--- src/rtl/counter_sequencer.sv ---
// counter_sequencer: sequences a WIDTH-bit up-counter through IDLE/RUN/DONE.
// Supports a programmable terminal count, one-shot or auto-reload runs,
// and a done/ack handshake with the host.
//
// Handshake: the host raises start in IDLE to begin a run. In one-shot mode
// the block raises done, and done stays high until the host returns done_ack.
// The host sees done_ack take effect at the next rising edge, and must
// present a new start in IDLE to run again.
module counter_sequencer #(
  parameter int               WIDTH    = 4,
  parameter logic [WIDTH-1:0] TERM_RST = {WIDTH{1'b1}}
) (
  input  logic             clk,
  input  logic             reset,
  input  logic             cfg_we,
  input  logic [WIDTH-1:0] term,
  input  logic             auto_reload,
  input  logic             start,
  input  logic             stop,
  input  logic             en,
  input  logic             done_ack,
  output logic [WIDTH-1:0] q,
  output logic             busy,
  output logic             done,
  output logic             tick,
  output logic [1:0]       dbg_state
);

  typedef enum logic [1:0] {
    ST_IDLE = 2'd0,
    ST_RUN  = 2'd1,
    ST_DONE = 2'd2
  } state_t;

  state_t           r_state;
  logic [WIDTH-1:0] r_q;
  logic [WIDTH-1:0] r_term;
  logic             r_busy;
  logic             r_done;
  logic             r_tick;

  state_t           w_state_nxt;
  logic [WIDTH-1:0] w_q_nxt;
  logic [WIDTH-1:0] w_term_nxt;
  logic             w_tick_nxt;

  // Next-state, next-count, terminal-register and tick decisions
  always_comb begin
    w_state_nxt = r_state;
    w_q_nxt     = r_q;
    w_term_nxt  = r_term;
    w_tick_nxt  = 1'b0;
    case (r_state)
      ST_IDLE: begin
        // The term write and the run start share this edge, so a run
        // started together with a write compares against the new term.
        if (cfg_we) begin
          w_term_nxt = term;
        end
        if (start) begin
          w_state_nxt = ST_RUN;
          w_q_nxt     = '0;
        end
      end
      ST_RUN: begin
        if (stop) begin
          w_state_nxt = ST_IDLE;
        end else if (en) begin
          if (r_q != r_term) begin
            w_q_nxt = r_q + WIDTH'(1);
          end else if (auto_reload) begin
            w_q_nxt    = '0;
            w_tick_nxt = 1'b1;
          end else begin
            w_state_nxt = ST_DONE;
          end
        end
      end
      ST_DONE: begin
        // A start that arrives with done_ack is dropped.
        if (done_ack) begin
          w_state_nxt = ST_IDLE;
        end
      end
      default: begin
        w_state_nxt = ST_IDLE;
      end
    endcase
  end

  // State, count, terminal register and registered status outputs
  always_ff @(posedge clk or negedge reset) begin
    if (!reset) begin
      r_state <= ST_IDLE;
      r_q     <= '0;
      r_term  <= TERM_RST;
      r_busy  <= 1'b0;
      r_done  <= 1'b0;
      r_tick  <= 1'b0;
    end else begin
      r_state <= w_state_nxt;
      r_q     <= w_q_nxt;
      r_term  <= w_term_nxt;
      r_busy  <= (w_state_nxt == ST_RUN);
      r_done  <= (w_state_nxt == ST_DONE);
      r_tick  <= w_tick_nxt;
    end
  end

  assign q         = r_q;
  assign busy      = r_busy;
  assign done      = r_done;
  assign tick      = r_tick;
  assign dbg_state = r_state;

endmodule

--- config.mk ---
export PLATFORM = sky130hd
export DESIGN_NAME = counter_sequencer
export DESIGN_NICKNAME = d
export VERILOG_FILES = /design/src/rtl/counter_sequencer.sv
export SDC_FILE = /design/constraint.sdc
export NUM_CORES = 1
export LEC_CHECK = 0
export ABC_AREA = 1
export CAP_MARGIN = 25
export CELL_PAD_IN_SITES_DETAIL_PLACEMENT = 1
export CELL_PAD_IN_SITES_GLOBAL_PLACEMENT = 2
export CORE_MARGIN = 2
export CORE_UTILIZATION = 25
export CTS_CLUSTER_SIZE = 12
export DETAILED_ROUTE_END_ITERATION = 10
export PLACE_DENSITY = 0.85
export SYNTH_ARGS = -nofsm -noshare
export SYNTH_HDL_FRONTEND = slang
export SYNTH_SLANG_ARGS = --single-unit
--- constraint.sdc ---
create_clock -name clk -period 1.45 [get_ports clk]
set_input_delay 0.435 -clock clk [delete_from_list [all_inputs] [get_ports clk]]
set_output_delay 0.435 -clock clk [all_outputs]
set_load 0.03 [all_outputs]
# == Word-level counts from Yosys, hierarchy flattened ==
# Cells that the tools add are included.
# op_classes
add_sub_neg,1
mul,0
div,0
order_cmp,0
n_eq_ne,9
shifts,0
n_mux,18
bitwise,0
reduce_logical,4
# op_table
cell,count
$mux W4,5
$mux W2,6
$pmux W4 S2,1
$ne A2 B2 Y1 const B,3
$pmux W2 S3,1
$mux W1,5
$reduce_and A5 Y1,1
$add A4 B1 Y4 const B,1
$eq A2 B1 Y1 const B,2
$eq A2 B2 Y1 const B,2
$ne A4 B4 Y1,1
$ne A3 B3 Y1 const B,1
$logic_not A2 Y1,1
$reduce_and A2 Y1,1
$reduce_bool A2 Y1,1
# totals
register_bits,13
latchBits,0
mem_bits_rw,0
romBits,0
output_inout_bits,9
mem_count,0

# == Logic depth before layout (Yosys ltp) ==
# Gate-level depths: netlist of run 1.
# depth
word_depth,6
mapped_depth,9
ltp_nobuf,9

# == Least setup slack after synthesis of run 1 ==
# No wires, ideal clock.
# synth_timing
path_kind,register to register
startpoint,"reg r_state[0], in the netlist dbg_state[0]"
endpoint,"reg r_q[0], in the netlist q[0]"
setup_time_ns,0.118
t_arrival_ns,1.231
required_time_ns,1.332
path_slack_ns,0.101
path_stages_with_launch,9
period_less_slack_ns,1.349
path_cell_list,dfrtp_1 inv_1 nor2_4 nand2_1 o21ai_0 nor2_2 nand2_4 nand2_1 nand2_1
# synth_between
elab_chain_cells,3
elab_cells_between_ends,9
# synth_rtl
element,line_no,text
"start, declared",35,state_t r_state;
"start signal, assigned",101,r_state <= w_state_nxt;
$eq A2 B1 Y1 / $logic_not A2 Y1 (equally long branches),53,case (r_state)
$ne A3 B3 Y1 (no line) (tied with other cells),--,
$reduce_and A5 Y1 (no line),--,
"end signal, assigned",102,r_q <= w_q_nxt;
"end, declared",36,logic [WIDTH-1:0] r_q;
# Several ways; a longest one is shown, not always the timed one.
# A chain may end at the register's enable or synchronous reset.

# == Final worst setup path of run 1 ==
# layout_timing
startpoint,reg r_term[0]
endpoint,"reg r_state[0], in the netlist dbg_state[0]"
# layout_between
elab_chain_cells,5
# layout_rtl
element,line_no,text
"start, declared",37,logic [WIDTH-1:0] r_term;
"start signal, assigned",103,r_term <= w_term_nxt;
$ne A4 B4 Y1,69,if (r_q != r_term) begin
$mux W2,69,
$mux W2,68,end else if (en) begin
$mux W2,66,if (stop) begin
$pmux W2 S3,53,
via w_state_nxt[0],42,state_t w_state_nxt;
# The timed path passes the listed nets, and every way through them passes these cells.

==> run_results.csv, run 1 <==
group,metric,value,unit
logic_synthesis,syn_nets,105,
timing,fin_crit_sh,95.6,%
routing,routedWlPerCell,11.8,um
timing,setup_ws,63.5,ps
routing,ant_nets,0,
logic_synthesis,synth_edf_count,0,
placed_design,dp_cells,148,
timing,worstMarginPinSlew,298,ps
die,core_area,2760,um^2
logic_synthesis,ys_top_cells_by_area,"dfrtp_1 31%, dfstp_2 14%, nand2_1 14%, inv_1 7.7%, nor2_4 4.6%",
placed_design,place_area,990,um^2
cts,htree_levels,1,
power_and_ir_drop,switchingPower,0.588,mW
die,start_util,26.5,%
timing,max_freq,721,MHz
timing,hold_viol_final,0,
cts,holdBufCountCts,0,
timing,setup_violations,0,
logic_synthesis,synth-seq-cells,13,
grt,grt_max_degree,14,
cts,clk_latency,280,ps
logic_synthesis,yosysUniqueCellTypes,19,
logic_synthesis,syn_area,731,um^2
placed_design,portBuffers,20,
final_layout,fin_util,38.3,%
power_and_ir_drop,p_leak,0.524,nW
timing,slew_viol_final,0,
critical_path,cpPeakStageDelay,540,ps
power_and_ir_drop,worst_ir_drop_vdd,0.640,mV
cts,tritoncts,"yes",
critical_path,path_class,"reg -> reg",
cts,cts-root-buf,"clkbuf_4",
logic_synthesis,ys_top_cells_by_count,"27 x nand2_1, 15 x inv_1, 9 x dfrtp_1",
routing,vias,691,
cts,numCtsBuffers,3,
final_layout,final_area,1060,um^2
grt,antenna_found_initial,0,
routing,drt-total-wl,1.83,mm
cts,clk_path_buf_depth,2,
final_layout,layout.nets,138,
critical_path,arrival,1560,ps
critical_path,crit_fanout,3,
die,ios,21,
power_and_ir_drop,swShare,40.5,%
routing,drc_errors,0,
critical_path,cp_common_cell,"nand2_2",
logic_synthesis,yosysTopAreaCellShare,30.8,%
status,outcome,"complete, no violations",
grt,grt_pass1_wl,3.11,mm
routing,firstDrtPassIters,2,
critical_path,crit_path_start_kind,"register",
timing,skew,2.26,ps
power_and_ir_drop,powerDensity,1370,nW/um^2
die,num_rows,19,
die,die_w,58.1,um
logic_synthesis,yosysMostFrequentCell,"nand2_1",
logic_synthesis,ys_seq_area_share,45.2,%
die,die_area,3370,um^2
grt,track_usage,12.5,%
timing,fin_crit,1390,ps
final_layout,drive_above_1_share,34.7,%
power_and_ir_drop,power_frac_comb,50.4,%
critical_path,critPathRequiredTime,1620,ps
critical_path,crit_path_cell_trace,"inv_2 -> nand2_2 -> nand2_2 -> nor2_4 -> nand4_1 -> nand3_2 -> nand2_1",
timing,fin_setup_tns,0,ps
cts,path_clk_slew,80,ps
placed_design,dpl_worst_slack,-170,ps
timing,slew_headroom,80.1,%
routing,avgViaCountPerCell,4.46,
final_layout,diodes,0,
power_and_ir_drop,p_seq_share,33.7,%
cts,clkSinkCount,13,
final_layout,area_growth,44.7,%
logic_synthesis,synth.avg_cell_area,7.94,um^2
final_layout,layoutNonFillerInstCount,155,
power_and_ir_drop,clkPwrFrac,15.9,%
job,cap_violations,0,
grt,grt_overflow,0,
critical_path,cp-end-kind,"register",
critical_path,cpMaxStageDelayCell,"dfstp_2",
hold_path,hp-class,"in -> async",
placed_design,place_congestion,0.784,
grt,first_global_vias,723,
logic_synthesis,yosys.area.top_type,"dfrtp_1",
logic_synthesis,synthFlopType,"dfrtp_1",
critical_path,worstRegToRegCells,7,
die,die_h,58.1,um
logic_synthesis,syn_inst,92,
power_and_ir_drop,internal_power,0.864,mW
logic_synthesis,ys_warn_count,0,
placed_design,dp_hpwl,1.48,mm
logic_synthesis,async_flop_share,100,%
routing,drt-initial-drc-count,14,
timing,rsz0062_at_grt,"yes",
-- layout by cell type (no fill, tap or decap), types with 3 or more instances in the layout --
master,Yosys,routed
a21oi_1,4,4
buf_4,0,12
buf_6,0,3
clkbuf_4,0,3
clkdlybuf4s50_1,0,11
dfrtp_1,9,9
dfstp_2,4,4
inv_1,15,11
inv_2,0,4
nand2_1,27,22
nand2_2,3,8
nand3_1,6,5
nor2_1,8,8
nor2_4,3,3
-- cells by family (layout without fill, tap and decap cells) --
kind of cell	count (synthesis)	after routing	share of synthesized area (%)
simple gates	53	53	36.8
buf+inv	15	47	7.70
flops	13	13	45.2
compound gates	8	8	6.16
xor+xnor	2	2	2.40
fa+ha+maj	1	1	1.71
-- state kept, by name, indices dropped and copies added, names as in the netlist --
name and count:
r_term 4, dbg_state 2, q 4, busy 1, tick 1, done 1
-- power by group through the flow --
stage,clock (mW),combinational [mW],sequential [mW]
floorplan,0,0.304,0.598
global placement,0,0.620,0.509
detailed placement,0,0.634,0.511
CTS,0.242,0.698,0.486
global route,0.263,0.811,0.502
finish,0.231,0.731,0.490
-- per-layer routing --
metal / wire length [um] / share of wire (%) / GRT usage [%] / vias up
li1: - / - / - / 348
met1: 781 / 43 / 14.1 / 322
met2: 925 / 51 / 22.2 / 21
met3: 119 / 6.5 / 5.13 / 0
met4: 0 / 0 / 1.99 / 0
met5: 0 / 0 / 0 / -
-- final cells by class --
class / instances / area, um^2
timing repair buffer: 28 / 244
clock buffer: 4 / 26.3
inverter: 15 / 56.3
multi-input combinational: 64 / 362
sequential: 13 / 330
tap: 31 / 38.8
fill: 360 / 1700
-- final timing paths --
kind,end,slack (ps),from
max,dbg_state[0]$_DFF_PN0_,60,r_term[0]$_DFFE_PN1P_
min,busy$_DFF_PN0_,460,reset
max reg2reg,dbg_state[0]$_DFF_PN0_,60,r_term[0]$_DFFE_PN1P_
min reg2reg,r_term[1]$_DFFE_PN1P_,470,r_term[1]$_DFFE_PN1P_
max in group asynchronous,r_term[3]$_DFFE_PN1P_,750,reset
min in group clk,r_term[1]$_DFFE_PN1P_,470,r_term[1]$_DFFE_PN1P_
-- stage by stage --
stage / hold slack, ps / total power, mW
after detailed placement: 485 / 1.15
after CTS: 456 / 1.43
after global routing: 453 / 1.58
final: 461 / 1.45
after floorplan: 139 / 0.902
after global placement: 473 / 1.13
-- what timing repair did --
action / 4_1_cts / 5_1_grt
resized for setup: 4 / 15
pin swaps: 0 / 11
setup buffers: 3 / 0
endpoints found under the setup margin: 5 / 12
-- worst max-delay path, delay by kind of cell, from the launching register on --
kind	cells	cell delay, ps
flops	1	540
buf+inv	1	40
simple gates	6	700
No activity file was read; power rests on OpenSTA's default activity.
==> inputs of run 2 (changes only) <==
- SETUP_SLACK_MARGIN: unset -> 0.5
==> run_results.csv, run 2 (synthesis results as in run 1) <==
group,metric,value,unit
final_layout,area_growth,63.2,%
critical_path,crit_buf_inv,1,
grt,grt_overflow,0,
cts,numCtsBuffers,3,
critical_path,worstRegToRegCells,9,
critical_path,r2r-start,"r_term[0]$_DFFE_PN1P_",
critical_path,crit_path_start_kind,"register",
cts,path_clk_slew,80,ps
die,ios,21,
die,core_area,2760,um^2
cts,holdBufCountCts,0,
job,cap_violations,0,
grt,grt_pass1_wl,3.28,mm
power_and_ir_drop,powerDensity,1300,nW/um^2
cts,clk_path_buf_depth,2,
die,die_h,58.1,um
placed_design,dpl_worst_slack,-128,ps
timing,rsz0062_at_grt,"yes",
critical_path,cpPeakStageDelay,550,ps
timing,slew_headroom,83.1,%
timing,skew,4.52,ps
routing,drt-total-wl,1.85,mm
routing,ant_nets,0,
cts,clk_latency,280,ps
hold_path,hp-class,"in -> async",
grt,first_global_vias,738,
final_layout,layout.nets,140,
power_and_ir_drop,p_leak,0.542,nW
die,num_rows,19,
cts,cts-root-buf,"clkbuf_4",
grt,antenna_found_initial,0,
timing,hold_viol_final,0,
timing,slew_viol_final,0,
critical_path,cp-end-kind,"register",
routing,vias,690,
routing,routedWlPerCell,11.8,um
critical_path,crit_fanout,4,
power_and_ir_drop,worst_ir_drop_vdd,0.674,mV
placed_design,portBuffers,20,
status,outcome,"complete, no violations",
timing,max_freq,740,MHz
critical_path,path_class,"reg -> reg",
grt,track_usage,13.1,%
grt,grt_max_degree,14,
timing,worstMarginPinSlew,254,ps
timing,fin_crit,1350,ps
timing,setup_ws,98.3,ps
placed_design,dp_hpwl,1.40,mm
die,start_util,26.5,%
placed_design,place_congestion,0.720,
critical_path,arrival,1530,ps
critical_path,reg2reg_slack,100,ps
critical_path,cp_top_family,"simple AND/OR/NAND/NOR gates",
critical_path,cp_common_cell,"nand2_2",
routing,drt-initial-drc-count,4,
routing,avgViaCountPerCell,4.39,
timing,fin_setup_tns,0,ps
die,die_w,58.1,um
critical_path,crit_path_cell_trace,"inv_2 -> nand2_2 -> nand2_2 -> nor2_4 -> nand2_2 -> nand2_4 -> nor2_1 -> nand3_1 -> nand2_1",
die,die_area,3370,um^2
timing,fin_crit_sh,93.2,%
final_layout,layout_common_cells,"18 x nand2_1, 10 x clkdlybuf4s50_1, 10 x buf_6",
final_layout,diodes,0,
routing,drc_errors,0,
critical_path,cpMaxStageDelayCell,"dfstp_2",
cts,tritoncts,"yes",
routing,firstDrtPassIters,2,
cts,clkSinkCount,13,
final_layout,drive_above_1_share,54.0,%
cts,htree_levels,1,
timing,setup_violations,0,
final_layout,mostFrequentLayoutCell,"nand2_1",
critical_path,r2r_end,"q[0]$_DFFE_PN0P_",
critical_path,critPathRequiredTime,1630,ps
==> run 2: cell count changes in the layout (fill, tap and decap cells not counted), moves of 3 or more <==
| cell | before | now |
|---|---|---|
| a21oi_1 | 4 | 1 |
| nand2_1 | 22 | 18 |
| nor2_1 | 8 | 3 |
| buf_4 | 12 | 9 |
| dfrtp_2 | 0 | 6 |
| a21oi_2 | 0 | 3 |
| buf_6 | 3 | 10 |
| dfrtp_1 | 9 | 3 |
| nor2_4 | 3 | 6 |
| inv_1 | 11 | 7 |
==> run 2: final cells by class <==
class / instances / area [um^2]
fill: 337 / 1570
tap: 31 / 38.8
timing repair buffer: 30 / 289
multi-input combinational: 64 / 439
sequential: 13 / 338
clock buffer: 4 / 26.3
inverter: 15 / 61.3
==> run 2: worst max-delay path by stage <==
stage                      startpoint          endpoint  cells after the start  slack (ps)
2_1_floorplan  dbg_state[0]$_DFF_PN0_  q[0]$_DFFE_PN0P_                      8         210
3_3_place_gp                     stop  q[3]$_DFFE_PN0P_                      7        -110
3_5_place_dp                     stop  q[1]$_DFFE_PN0P_                      7        -130
4_1_cts              q[1]$_DFFE_PN0P_              q[1]                      1         100
5_1_grt         r_term[2]$_DFFE_PN1P_  q[2]$_DFFE_PN0P_                      9           4
6_report        r_term[0]$_DFFE_PN1P_  q[0]$_DFFE_PN0P_                      9         100
==> run 2: where the power goes <==
group / switching, mW / internal (mW) / total [mW]
Clock: 0.124 / 0.107 / 0.231
Combinational: 0.442 / 0.336 / 0.779
Sequential: 0.0781 / 0.457 / 0.535
==> run 2: repair_timing <==
item / in CTS / in global routing
resized for setup: 46 / 8
setup endpoints to repair: 22 / 22
pin swaps: 10 / 9
buffers inserted: 7 / 1
==> run 2: per-stage QoR <==
stage,hold WS (ps),cell area [um^2],power [mW],util (%),cells
6_report,461,1190,1.54,43.2,157
5_1_grt,468,1190,1.67,43.2,157
4_1_cts,464,1160,1.53,42.1,156
3_5_place_dp,465,982,1.12,35.6,145
3_3_place_gp,455,982,1.10,35.6,145
2_1_floorplan,139,746,0.924,-,92
==> run 2: routing by layer <==
metal  vias up  GRT usage (%)  share of wire (%)
li1        351              -                  -
met1       317           15.8                 45
met2        19           22.9                 49
met3         3           2.01                4.3
met4         0           5.98                1.6
met5         -              0                  0
==> inputs of run 3 (changes only) <==
- CORE_MARGIN: 2 -> unset
- REMOVE_ABC_BUFFERS: unset -> 1
==> run_results.csv, run 3 (synthesis results as in run 1) <==
group,metric,value,unit
status,outcome,"complete, no violations",
routing,avgViaCountPerCell,4.54,
critical_path,r2r_end,"q[0]$_DFFE_PN0P_",
timing,skew,2.28,ps
die,start_util,26.5,%
routing,drt-total-wl,2.00,mm
timing,fin_crit,1380,ps
grt,antenna_found_initial,0,
routing,drc_errors,0,
critical_path,critPathCapture,"q[0]$_DFFE_PN0P_",
routing,ant_nets,0,
critical_path,worstRegToRegCells,8,
power_and_ir_drop,powerDensity,1310,nW/um^2
cts,path_clk_slew,80,ps
placed_design,dp_cells,147,
power_and_ir_drop,worst_ir_drop_vdd,0.951,mV
cts,numCtsBuffers,3,
cts,clk_latency,280,ps
critical_path,r2r-start,"r_term[2]$_DFFE_PN1P_",
grt,grt_pass1_wl,3.53,mm
die,core_area,2760,um^2
critical_path,crit_fanout,5,
die,die_h,56.1,um
critical_path,reg2reg_slack,70,ps
routing,routedWlPerCell,12.3,um
cts,clk_path_buf_depth,2,
final_layout,layout_common_cells,"14 x nand2_2, 14 x buf_4, 13 x nand2_1",
final_layout,drive_above_1_share,59.8,%
hold_path,hp-class,"in -> async",
timing,max_freq,724,MHz
final_layout,fillCellCount,340,
final_layout,layoutNonFillerInstCount,163,
timing,hold_viol_final,0,
timing,fin_setup_tns,0,ps
critical_path,cp-end-kind,"register",
cts,cts-root-buf,"clkbuf_4",
critical_path,critPathRequiredTime,1670,ps
grt,grt_overflow,0,
critical_path,arrival,1600,ps
routing,firstDrtPassIters,4,
final_layout,layout.nets,146,
critical_path,crit_path_start_kind,"register",
critical_path,path_class,"reg -> reg",
routing,drt-initial-drc-count,7,
routing,vias,740,
cts,clkSinkCount,13,
timing,worstMarginPinSlew,197,ps
grt,first_global_vias,768,
critical_path,worstSetupStartpoint,"r_term[2]$_DFFE_PN1P_",
timing,fin_crit_sh,95.2,%
cts,tritoncts,"yes",
timing,whs,476,ps
grt,track_usage,14.5,%
final_layout,area_growth,73.5,%
power_and_ir_drop,p_leak,0.590,nW
die,num_rows,19,
placed_design,dp_hpwl,1.42,mm
timing,slew_viol_final,0,
timing,setup_violations,0,
power_and_ir_drop,p_total,1.65,mW
grt,grt_max_degree,14,
cts,holdBufCountCts,0,
critical_path,cpPeakStageDelay,540,ps
critical_path,crit_path_cell_trace,"inv_2 -> nand2_2 -> nand2_2 -> nor2_4 -> nand4_4 -> nand2_4 -> nand2_1 -> nand2_1",
placed_design,portBuffers,20,
final_layout,diodes,0,
timing,rsz0062_at_grt,"yes",
job,cap_violations,0,
critical_path,cpMaxStageDelayCell,"dfstp_2",
die,die_area,3140,um^2
timing,slew_headroom,86.7,%
placed_design,place_congestion,0.788,
cts,htree_levels,1,
die,die_w,56.1,um
die,ios,21,
## run 3: critical path: cells and delay by family, from the launching register on
kind	cells	cell delay, ps
and+or+nand+nor	7	740
DFF	1	540
buffers and inverters	1	40
## run 3: worst min path at each step
stage	slack [ps]	end	from
2_1_floorplan	140	busy$_DFF_PN0_	reset
3_3_place_gp	470	r_term[0]$_DFFE_PN1P_	r_term[0]$_DFFE_PN1P_
3_5_place_dp	480	r_term[1]$_DFFE_PN1P_	r_term[1]$_DFFE_PN1P_
4_1_cts	460	q[0]$_DFFE_PN0P_	reset
5_1_grt	480	q[1]$_DFFE_PN0P_	reset
6_report	480	q[1]$_DFFE_PN0P_	reset
## run 3: per-layer routing
metal	routed length, um	global-route usage, %
met5	0	0
met2	1060	26.7
met4	7	4.18
met3	89	3.02
met1	837	16.8
## run 3: cell type report
type	count	area [um^2]	area share, %
timing repair buffer	36	337	26.6
tap	31	38.8	3.06
sequential	13	334	26.4
clock buffer	4	26.3	2.07
inverter	15	58.8	4.64
multi-input combinational	64	473	37.3
## run 3: where the power goes
part	switching (mW)	internal [mW]	total, mW
Clock	0.122	0.107	0.228
Sequential	0.0634	0.453	0.517
Combinational	0.493	0.417	0.909
## run 3: timing repair
action	in CTS	in global routing
endpoints found under the setup margin	22	22
pin swaps	22	14
gates resized for setup	56	18
setup buffers	8	4
## run 3: through the flow
stage	cell area, um^2	utilization, %	setup slack [ps]
floorplan	731	-	101
global placement	982	35.6	-142
detailed placement	982	35.6	-189
CTS	1190	43.0	86.7
global route	1270	46.0	-20.1
finish	1270	46.0	69.2
